==> src/rtl/int_div_sequencer.sv <==
// Multi-cycle integer DIV/DIVU/REM/REMU sequencer: restoring shift-subtract,
// one quotient bit per clock, valid/ready request and response ports.
module int_div_sequencer #(
  parameter int DATA_WIDTH = 32
) (
  input  logic                  clk,
  input  logic                  reset_n,
  input  logic                  reqValid,
  output logic                  reqReady,
  input  logic [DATA_WIDTH-1:0] aOperand,
  input  logic [DATA_WIDTH-1:0] bOperand,
  input  logic                  unsignedEn,
  input  logic                  remSel,
  input  logic                  flush,
  output logic                  respValid,
  input  logic                  respReady,
  output logic [DATA_WIDTH-1:0] result,
  output logic                  divByZero,
  output logic                  busy,
  output logic [2:0]            dbgState
);
  localparam int W  = DATA_WIDTH;
  localparam int CW = $clog2(W + 1);

  // Handshakes: a transfer happens on a rising edge where valid && ready are
  // both 1; once respValid is up, result/divByZero hold until respReady.
  typedef enum logic [2:0] {
    S_IDLE  = 3'd0,
    S_ITER  = 3'd1,
    S_FIXUP = 3'd2,
    S_DZERO = 3'd3,
    S_DONE  = 3'd4
  } state_t;

  state_t          r_state;
  logic [W-1:0]    r_rem;
  logic [W-1:0]    r_q;
  logic [W-1:0]    r_div;
  logic [W-1:0]    r_raw_a;
  logic [CW-1:0]   r_count;
  logic            r_q_neg;
  logic            r_r_neg;
  logic            r_rem_sel;
  logic            r_resp_valid;
  logic [W-1:0]    r_result;
  logic            r_div_by_zero;

  logic            w_accept;
  logic            w_a_neg;
  logic            w_b_neg;
  logic [W-1:0]    w_a_abs;
  logic [W-1:0]    w_b_abs;
  logic [W:0]      w_rem_sh;
  logic            w_ge;
  logic [W-1:0]    w_sub;

  assign w_accept = reqValid && (r_state == S_IDLE) && !flush;
  assign w_a_neg  = !unsignedEn && aOperand[W-1];
  assign w_b_neg  = !unsignedEn && bOperand[W-1];
  assign w_a_abs  = w_a_neg ? (~aOperand + 1'b1) : aOperand;
  assign w_b_abs  = w_b_neg ? (~bOperand + 1'b1) : bOperand;

  // Partial remainder is always below the divisor, so the difference fits W bits.
  assign w_rem_sh = {r_rem, r_q[W-1]};
  assign w_ge     = (w_rem_sh >= {1'b0, r_div});
  assign w_sub    = w_rem_sh[W-1:0] - r_div;

  always_ff @(posedge clk or negedge reset_n) begin
    if (!reset_n) begin
      r_state       <= S_IDLE;
      r_rem         <= '0;
      r_q           <= '0;
      r_div         <= '0;
      r_raw_a       <= '0;
      r_count       <= '0;
      r_q_neg       <= 1'b0;
      r_r_neg       <= 1'b0;
      r_rem_sel     <= 1'b0;
      r_resp_valid  <= 1'b0;
      r_result      <= '0;
      r_div_by_zero <= 1'b0;
    end else if (flush) begin
      r_state      <= S_IDLE;
      r_resp_valid <= 1'b0;
    end else begin
      case (r_state)
        S_IDLE: begin
          if (w_accept) begin
            r_rem     <= '0;
            r_q       <= w_a_abs;
            r_div     <= w_b_abs;
            r_raw_a   <= aOperand;
            r_q_neg   <= w_a_neg ^ w_b_neg;
            r_r_neg   <= w_a_neg;
            r_rem_sel <= remSel;
            r_count   <= CW'(W);
            r_state   <= (bOperand == '0) ? S_DZERO : S_ITER;
          end
        end
        S_ITER: begin
          r_rem   <= w_ge ? w_sub : w_rem_sh[W-1:0];
          r_q     <= {r_q[W-2:0], w_ge};
          r_count <= r_count - 1'b1;
          if (r_count == CW'(1)) begin
            r_state <= S_FIXUP;
          end
        end
        S_FIXUP: begin
          if (r_rem_sel) begin
            r_result <= r_r_neg ? (~r_rem + 1'b1) : r_rem;
          end else begin
            r_result <= r_q_neg ? (~r_q + 1'b1) : r_q;
          end
          r_div_by_zero <= 1'b0;
          r_state       <= S_DONE;
        end
        S_DZERO: begin
          r_result      <= r_rem_sel ? r_raw_a : '1;
          r_div_by_zero <= 1'b1;
          r_state       <= S_DONE;
        end
        S_DONE: begin
          // respValid rises on the first DONE cycle, giving registered timing.
          if (!r_resp_valid) begin
            r_resp_valid <= 1'b1;
          end else if (respReady) begin
            r_resp_valid <= 1'b0;
            r_state      <= S_IDLE;
          end
        end
        default: begin
          r_state      <= S_IDLE;
          r_resp_valid <= 1'b0;
        end
      endcase
    end
  end

  assign reqReady  = (r_state == S_IDLE);
  assign busy      = (r_state != S_IDLE);
  assign respValid = r_resp_valid;
  assign result    = r_result;
  assign divByZero = r_div_by_zero;
  assign dbgState  = r_state;
endmodule

==> config.mk <==
export PLATFORM = sky130hd
export DESIGN_NAME = int_div_sequencer
export DESIGN_NICKNAME = d
export VERILOG_FILES = /design/src/rtl/int_div_sequencer.sv
export SDC_FILE = /design/constraint.sdc
export NUM_CORES = 1
export LEC_CHECK = 0
export BUFFER_PORTS_ARGS = -buffer_cell sky130_fd_sc_hd__buf_4
export CORE_MARGIN = 1.5
export CORE_UTILIZATION = 51
export DETAILED_ROUTE_END_ITERATION = 10
export PLACE_DENSITY = 0.82
export SETUP_SLACK_MARGIN = 0.5
export SYNTH_ARGS = -nofsm -noshare
export SYNTH_HDL_FRONTEND = slang
export SYNTH_SLANG_ARGS = --single-unit
==> constraint.sdc <==
create_clock -name clk -period 10.5 [get_ports clk]
set_clock_uncertainty 0.1 [all_clocks]
set_input_delay 0.525 -clock clk [delete_from_list [all_inputs] [get_ports clk]]
set_output_delay 0.525 -clock clk [all_outputs]
set_load 0.02 [all_outputs]
* After elaboration in Yosys (flattened, before gate mapping) *
Cells that the tools add are included.

word-level totals
  flip-flop bits (word level) = 174
  input bits = 71
  output and inout bits = 39
  logic and storage cells = 79

operators by class
  add/subtract/negate cells = 6
  $lt $le $gt $ge = 1
  equality and inequality tests = 11
  muxes and demuxes = 26
  bitwise gates (word level) = 6
  reduce and logical (&&, ||, !) cells = 17

operators by type and width
  operator                 count
  $mux W32                 9
  $pmux W32 S2             3
  $add A32 B1 Y32 const B  4
  $not A32 Y32             4
  $ge A33 B32 Y1           1
  $logic_not A32 Y1        1
  $sub A32 B32 Y32         1
  $mux W3                  5
  $pmux W3 S4              1
  $pmux W6 S2              1
  $ne A3 B3 Y1 const B     3
  $eq A3 B2 Y1 const B     2
  $eq A6 B1 Y1 const B     1
  $mux W6                  1
  $reduce_and A3 Y1        2
  $sub A6 B1 Y6 const B    1
  $logic_and A1 B1 Y1      4
  $ne A2 B1 Y1 const B     2
  $pmux W1 S2              2
  $reduce_and A4 Y1        1
  $reduce_bool A2 Y1       2
  $reduce_or A4 Y1         1
  $eq A3 B1 Y1 const B     1
  $eq A3 B3 Y1 const B     1
  other kinds (10)         13

* Longest topological paths before layout *
Gate-level depths: netlist (run 1).

  word-level depth = 6
  depth in mapped cells = 13
  mapped depth without buffers = 13

* Worst setup path before layout (run 1) *
Ideal clock, no wire load.

  kind = register to register
  start point = register r_q[13]
  end point = register r_result[29] (netlist: result[29])
  library setup time = 0.121 ns
  arrival = 3.069 ns
  data required time = 10.279 ns
  slack = 7.210 ns
  stages on the path, launching flop included = 10
  path buffers = 0
  clock period less this slack = 3.290 ns
  path through = dfrtp_1 or4_4 or4_4 or3_4 or4_4 or3_4 o21ai_1 xor2_1 a22oi_1 o22a_1

between the ends
  cells in the longest elaborated chain, start to end = 5

ends and longest elaborated chain
  item                    RTL line  RTL
  start, declared         37        logic [W-1:0] r_q;
  start signal, assigned  90        r_q <= w_a_abs;
  start signal, assigned  102       r_q <= {r_q[W-2:0], w_ge};
  $not A32 Y32            112       r_result <= r_q_neg ? (~r_q + 1'b1) : r_q;
  $add A32 B1 Y32         112
  $mux W32                112
  $mux W32                109       if (r_rem_sel) begin
  $pmux W32 S2            86        case (r_state)
  end signal, assigned    110       r_result <= r_r_neg ? (~r_rem + 1'b1) : r_rem;
  end signal, assigned    112
  end signal, assigned    118       r_result <= r_rem_sel ? r_raw_a : '1;
  end, declared           45        logic [W-1:0] r_result;

No other way between the ends.
A chain may end at the register's enable or synchronous reset.

* Worst setup path after layout (run 1) *
  start point = register r_q[31]
  end point = register r_rem[30]

between the ends
  cells in the longest elaborated chain, start to end = 3
  elaborated cells between the ends (all ways) = 4
  those cells by class = add/sub (1); order compare (1); mux (2)

ends and longest elaborated chain
  item                                                RTL line  RTL
  $sub A32 B32 Y32 or $ge A33 B32 Y1 (tied branches)  66, 65
  $mux W32 *                                          101       r_rem <= w_ge ? w_sub : w_rem_sh[W-1:0];
  $pmux W32 S2 *                                      86
  end signal, assigned                                101
  end, declared                                       36        logic [W-1:0] r_rem;

Mark *: on every way between the ends. The rest lies on a longest branch, timed or not.

==> impl_metrics.tcl, run 1 <==
set metrics [dict create \
    post-cts-setup-buffers 0 \
    pin_count 110 \
    synth_edf_count 0 \
    hold_viol_final 0 \
    rows 55 \
    start_kind "register" \
    synth_top_area_cell "dfrtp_1" \
    syn_inst 1435 \
    crit_start "r_q[31]" \
    reg2regPathDepth 13 \
    min_from "flush" \
    tritoncts "done" \
    end_kind "register" \
    cts_max_level 4 \
    post-route-min-period_ps 3700 \
    drt-wirelength-per-cell_um 17.98 \
    gp_congestion 0.9175 \
    use_met2_pct 47.08 \
    grt.busiest_layer "met2" \
    synth.most_common_cell "nand2_1" \
    fill_cells 2000 \
    tns_ps 0 \
    antenna_found_initial 0 \
    fmax_mhz 270.3 \
    crit_fanout 4 \
    initial_utilization_pct 51.88 \
    place.port_buffers 109 \
    grt_max_degree 82 \
    p_leak_nw 6.201 \
    max_slew.worst_pin.slew_ps 1113 \
    post-place-ws_ps 6647 \
    synth_common_cells "nand2_1 (241), o21ai_0 (184), dfrtp_1 (174)" \
    syn_area_per_cell_um2 8.186 \
    max-vdd-ir-drop_v 0.0001079 \
    grt-ovfl-total 0 \
    hold_depth 2 \
    synth_nets 1545 \
    drv_cap 0 \
    cts_resized 0 \
    fin_area_um2 13340 \
    synth_cell_types 68 \
    power_density_nw_per_um2 187.2 \
    slew_violations 0 \
    period_share_pct 35.24 \
    r2r_start "r_q[31]" \
    setup_ws_ps 6800 \
    finalNetCount 1605 \
    yosysTopAreaCellShare_pct 37.07 \
    grt_util_all_layers_pct 27.66 \
    grtUsageMet3_pct 3.502 \
    clkTransAtPathRegs_ps 70 \
    cts.sinks 174 \
    min_path_type "primary input to register" \
    ant_nets 0 \
    arrival_ps 3870 \
    clk_path_buf_depth 2 \
    area_growth_pct 13.53 \
    setup_viol 0 \
    antenna_cells 0 \
    core_um2 22640 \
    yosys_warnings 0 \
    place_area_um2 12740 \
    drt_pass1_iterations 6 \
    vias 10863 \
    synth_area_leaders "dfrtp_1 (37%), o21ai_0 (7.8%), nand2_1 (7.7%)" \
    clock-root-buffer "clkbuf_16" \
    status "complete, no violations" \
    chipHeight_um 154.8 \
    clkLatencyLatePin_ps 440 \
    netlist_area_um2 11750 \
    die_w_um 154.8 \
    drive_gt1_share_pct 11.74 \
    first_iter_violations 881 \
    place_hpwl_um 23060 \
    synthFlopType "dfrtp_1" \
    routed_wl_um 32240 \
    grt_pass1_vias 10442 \
    ys_seq_area_share_pct 37.07 \
    rsz0062_at_grt "no" \
    slew_headroom_pct 25.64 \
    drc_errors 0 \
    via_per_inst 6.059 \
    path_class "register to register" \
    cts_buffers 17 \
    global_route.usage.met1_pct 36.21 \
    dieArea_um2 23950 \
    required_ps 10670 \
    async_flop_share_pct 100.0 \
    grt_pass1_wl_um 53120 \
    ys_ff_latch 174 \
]
==> power breakdown <==
part	leakage, nW	internal (mW)	switching [mW]
Clock	0.288	0.345	0.293
Sequential	2.25	0.822	0.156
Combinational	3.67	0.362	0.519
==> stage by stage <==
| stage | std cells | util (%) | total power, mW | hold WS (ps) |
|---|---|---|---|---|
| 3_3_place_gp | 1760 | 56.29 | 1.824 | 348.9 |
| 2_1_floorplan | 1435 | - | 1.563 | 129.4 |
| 5_1_grt | 1793 | 58.90 | 2.645 | 178.3 |
| 6_report | 1793 | 58.90 | 2.496 | 171.1 |
| 3_5_place_dp | 1760 | 56.29 | 1.852 | 358.5 |
| 4_1_cts | 1793 | 58.90 | 2.491 | 166.1 |
==> final cells by class <==
| class | instances | area, um2 | area share (%) |
|---|---|---|---|
| clock buffer | 19 | 452.9 | 3.397 |
| inverter | 58 | 217.7 | 1.633 |
| timing repair buffer | 123 | 929.6 | 6.971 |
| sequential | 174 | 4354 | 32.65 |
| clock inverter | 13 | 127.6 | 0.9570 |
| multi-input combinational | 1121 | 6897 | 51.72 |
| tap | 285 | 356.6 | 2.674 |
==> layer usage <==
| metal | up-vias | part of all wire [%] | routed length, um |
|---|---|---|---|
| met5 | - | 0 | 0 |
| met4 | 0 | 2.6 | 832 |
| met3 | 67 | 5.4 | 1742 |
| met2 | 371 | 48 | 15600 |
| met1 | 5215 | 44 | 14070 |
| li1 | 5210 | - | - |
==> state kept, by name, summed over array words and instances, names as in the netlist, 3 cells and up <==
signal and count:
r_count 6, r_q 32, r_rem 32, dbgState 3
r_div 32, result 32, r_raw_a 32
==> worst paths after layout <==
kind / to / slack (ps)
worst max register to register: r_rem[30] / 6800
min in group asynchronous: r_div[30] / 470
max in group asynchronous: r_raw_a[19] / 7860
worst min-delay path: respValid / 170
worst min register to register: r_raw_a[8] / 370
worst max-delay path: r_rem[30] / 6800
==> logic make-up after synthesis <==
kind of cell	count (synthesis)	synth area share, %
flip-flops	174	37.07
multiplexers	15	1.299
adder cells (fa/ha/maj)	39	4.218
AO/OA/AOI/OAI	445	23.25
XOR/XNOR	148	11.04
AND/OR/NAND/NOR	474	18.64
buffers and inverters	140	4.484
==> worst max-delay path, stage by stage, from the launching register on <==
cell       delay (ps)
dfrtp_1           480
inv_1             100
ha_1              150
inv_1              50
fa_1              400
a21o_1            200
a221oi_1          530
o311a_1           250
nor2_1            100
a2111oi_0         630
o31ai_1           160
xor2_1            170
mux2i_1           120
o21ai_0            80
==> layout by cell type (no fill, tap or decap), types with 4 or more instances in the layout <==
master and n:
o22ai_1 5, o31ai_1 32, or4_1 16, xor2_1 73
nor4_1 12, a221oi_1 7, mux2i_1 13, buf_4 121
o221ai_1 6, o21ai_0 184, a31oi_1 14, o21bai_1 6
and3_1 6, nand2b_1 12, nor2_1 80, nand3_1 22
nor3b_1 4, nand4_1 9, nand3b_1 8, a21oi_1 79
dfrtp_1 174, or3_1 14, o41ai_1 13, nand2_1 241
a22oi_1 32, xnor2_1 75, or2_2 8, ha_1 38
o211ai_1 7, nor3_1 19, a21o_1 21, nor2b_1 7
inv_1 58, clkbuf_16 17
==> what timing repair did <==
item	CTS	global route
setup endpoints to repair	0	0
hold buffers	1	0
hold endpoints to repair	47	0
No activity file was read; power rests on OpenSTA's default activity.
==> run 2: changes to the inputs <==
==> constraint.sdc (replaced) <==
create_clock -name clk -period 3.5 [get_ports clk]
set_clock_uncertainty 0.1 [all_clocks]
set_input_delay 0.175 -clock clk [delete_from_list [all_inputs] [get_ports clk]]
set_output_delay 0.175 -clock clk [all_outputs]
set_load 0.02 [all_outputs]
==> run 2 against run 1 <==
Compared with the run above:
- flip-flop and latch count stayed put
- die area stayed put
- fmax is 9.9% higher
- core utilization is 7.6 points higher
- setup slack worse by 6700 ps
- design area is 13% higher
- routed wire length is 14% higher
- non-clock buffer count is 125 higher
- cell count is 7.0% higher
==> impl_metrics.tcl, run 2 (same netlist as run 1, synthesis figures left out) <==
set metrics [dict create \
    grt_pass1_wl_um 56950 \
    cts.sinks 174 \
    drv_cap 0 \
    fmax_mhz 297.2 \
    initial_utilization_pct 51.88 \
    via_per_inst 6.177 \
    min_path_type "primary input to register" \
    slowest_delay_ps 540 \
    ant_nets 0 \
    power_density_nw_per_um2 524.9 \
    grt-ovfl-total 0 \
    min_from "bOperand[17]" \
    routed_wl_um 36650 \
    grt_max_degree 102 \
    arrival_ps 3600 \
    cpMostUsedCell "or4_4" \
    max_slew.worst_pin.slew_ps 1050 \
    r2r_start "r_q[11]" \
    gp_congestion 0.9593 \
    place_inst 1795 \
    cts_buffers 17 \
    pin_count 110 \
    crit_fanout 5 \
    antenna_cells 0 \
    period_share_pct 96.15 \
    chipHeight_um 154.8 \
    final_common_cell "nand2_1" \
    dieArea_um2 23950 \
    place_hpwl_um 24540 \
    drt_pass1_iterations 6 \
    regToRegSetupSlack_ps 130 \
    setup_viol 0 \
    hold_depth 4 \
    hold_viol_final 0 \
    critPathSlowestCell "or4_4" \
    worstReg2RegEnd "result[29]" \
    status "complete, no violations" \
    p_total_mw 7.906 \
    area_growth_pct 28.22 \
    drive_gt1_share_pct 19.09 \
    finalNetCount 1731 \
    vias 11853 \
    clkTransAtPathRegs_ps 70 \
    cp_num_buf_inv 0 \
    start_kind "register" \
    grt_pass1_vias 11163 \
    slew_violations 0 \
    drc_errors 0 \
    layout.cells.most_common_list "nand2_1 (241), buf_4 (171), o21ai_0 (170), dfrtp_1 (165), nor2_1 (77)" \
    path_class "register to register" \
    max-vdd-ir-drop_v 0.0003497 \
    post-place-ws_ps 116.9 \
    min_to "r_div[17]" \
    post-route-min-period_ps 3365 \
    setup_ws_ps 134.7 \
    drt-wirelength-per-cell_um 19.10 \
    die_w_um 154.8 \
    antenna_found_initial 0 \
    path_delay_family "simple AND/OR/NAND/NOR gates" \
    clock-root-buffer "clkbuf_16" \
    instances_no_fill 1919 \
    slew_headroom_pct 30.01 \
    place.port_buffers 109 \
    grt_util_all_layers_pct 29.73 \
    rsz0062_at_grt "yes" \
    core_um2 22640 \
    required_ps 3730 \
    clkLatencyLatePin_ps 440 \
    first_iter_violations 1037 \
    clk_path_buf_depth 2 \
    path_cells "or4_4 -> or4_4 -> or3_4 -> or4_4 -> or3_4 -> o21ai_2 -> xor2_1 -> a22oi_1 -> o22a_1" \
    utilization_pct 66.52 \
    end_kind "register" \
    tritoncts "done" \
    rows 55 \
    tns_ps 0 \
    cts_max_level 4 \
    p_leak_nw 6.866 \
    reg2regPathDepth 9 \
]
-- run 2: layout make-up --
cell class,count,area [um2]
Multi-Input combinational cell,1122,7403
Timing Repair Buffer,248,2133
Clock inverter,12,117.6
Sequential cell,174,4365
Fill cell,1759,7580
Clock buffer,20,466.7
Inverter,58,217.7
Tap cell,285,356.6
-- run 2: what timing repair did --
item | CTS | global route
setup buffers | 7 | 13
gates cloned | 0 | 4
pin swaps | 12 | 30
hold endpoints to repair | 188 | 0
resized for setup | 25 | 87
setup endpoints to repair | 46 | 58
hold buffers | 68 | 0
-- run 2: routing by layer --
layer  routed length, um  GRT usage [%]
met4                1130          11.68
met3                3034          4.259
met2               17120          48.88
met1               15360          39.71
met5                   0              0
-- run 2: power breakdown --
part / internal (mW) / total (mW) / switching (mW) / leakage, nW
combinational: 1.32 / 3.05 / 1.73 / 4.35
sequential: 2.47 / 2.94 / 0.472 / 2.23
clock: 1.00 / 1.91 / 0.912 / 0.285
-- run 2: per-stage QoR --
stage | cell area, um2 | hold WS [ps]
after floorplan | 11760 | -220.6
after global placement | 13040 | 245.2
after detailed placement | 13040 | 251.5
after CTS | 14480 | 17.79
after global routing | 15060 | 55.37
final | 15060 | 13.11
-- run 2: how the worst max path moves through the flow --
stage / slack (ps) / from / end / depth (start not counted)
after floorplan: 220 / r_q[13] / result[29] / 9
after global placement: 150 / r_q[13] / result[29] / 9
after detailed placement: 120 / bOperand[9] / r_div[29] / 10
after CTS: 150 / r_q[11] / result[29] / 9
after global routing: 70 / r_q[11] / result[29] / 9
final: 130 / r_q[11] / result[29] / 9
-- run 2: worst register-to-register path, stage by stage (launching register included) --
cell and delay, ps:
dfrtp_1 380, or4_4 540, or4_4 440, or3_4 350, or4_4 450, or3_4 390
o21ai_2 140, xor2_1 160, a22oi_1 110, o22a_1 200
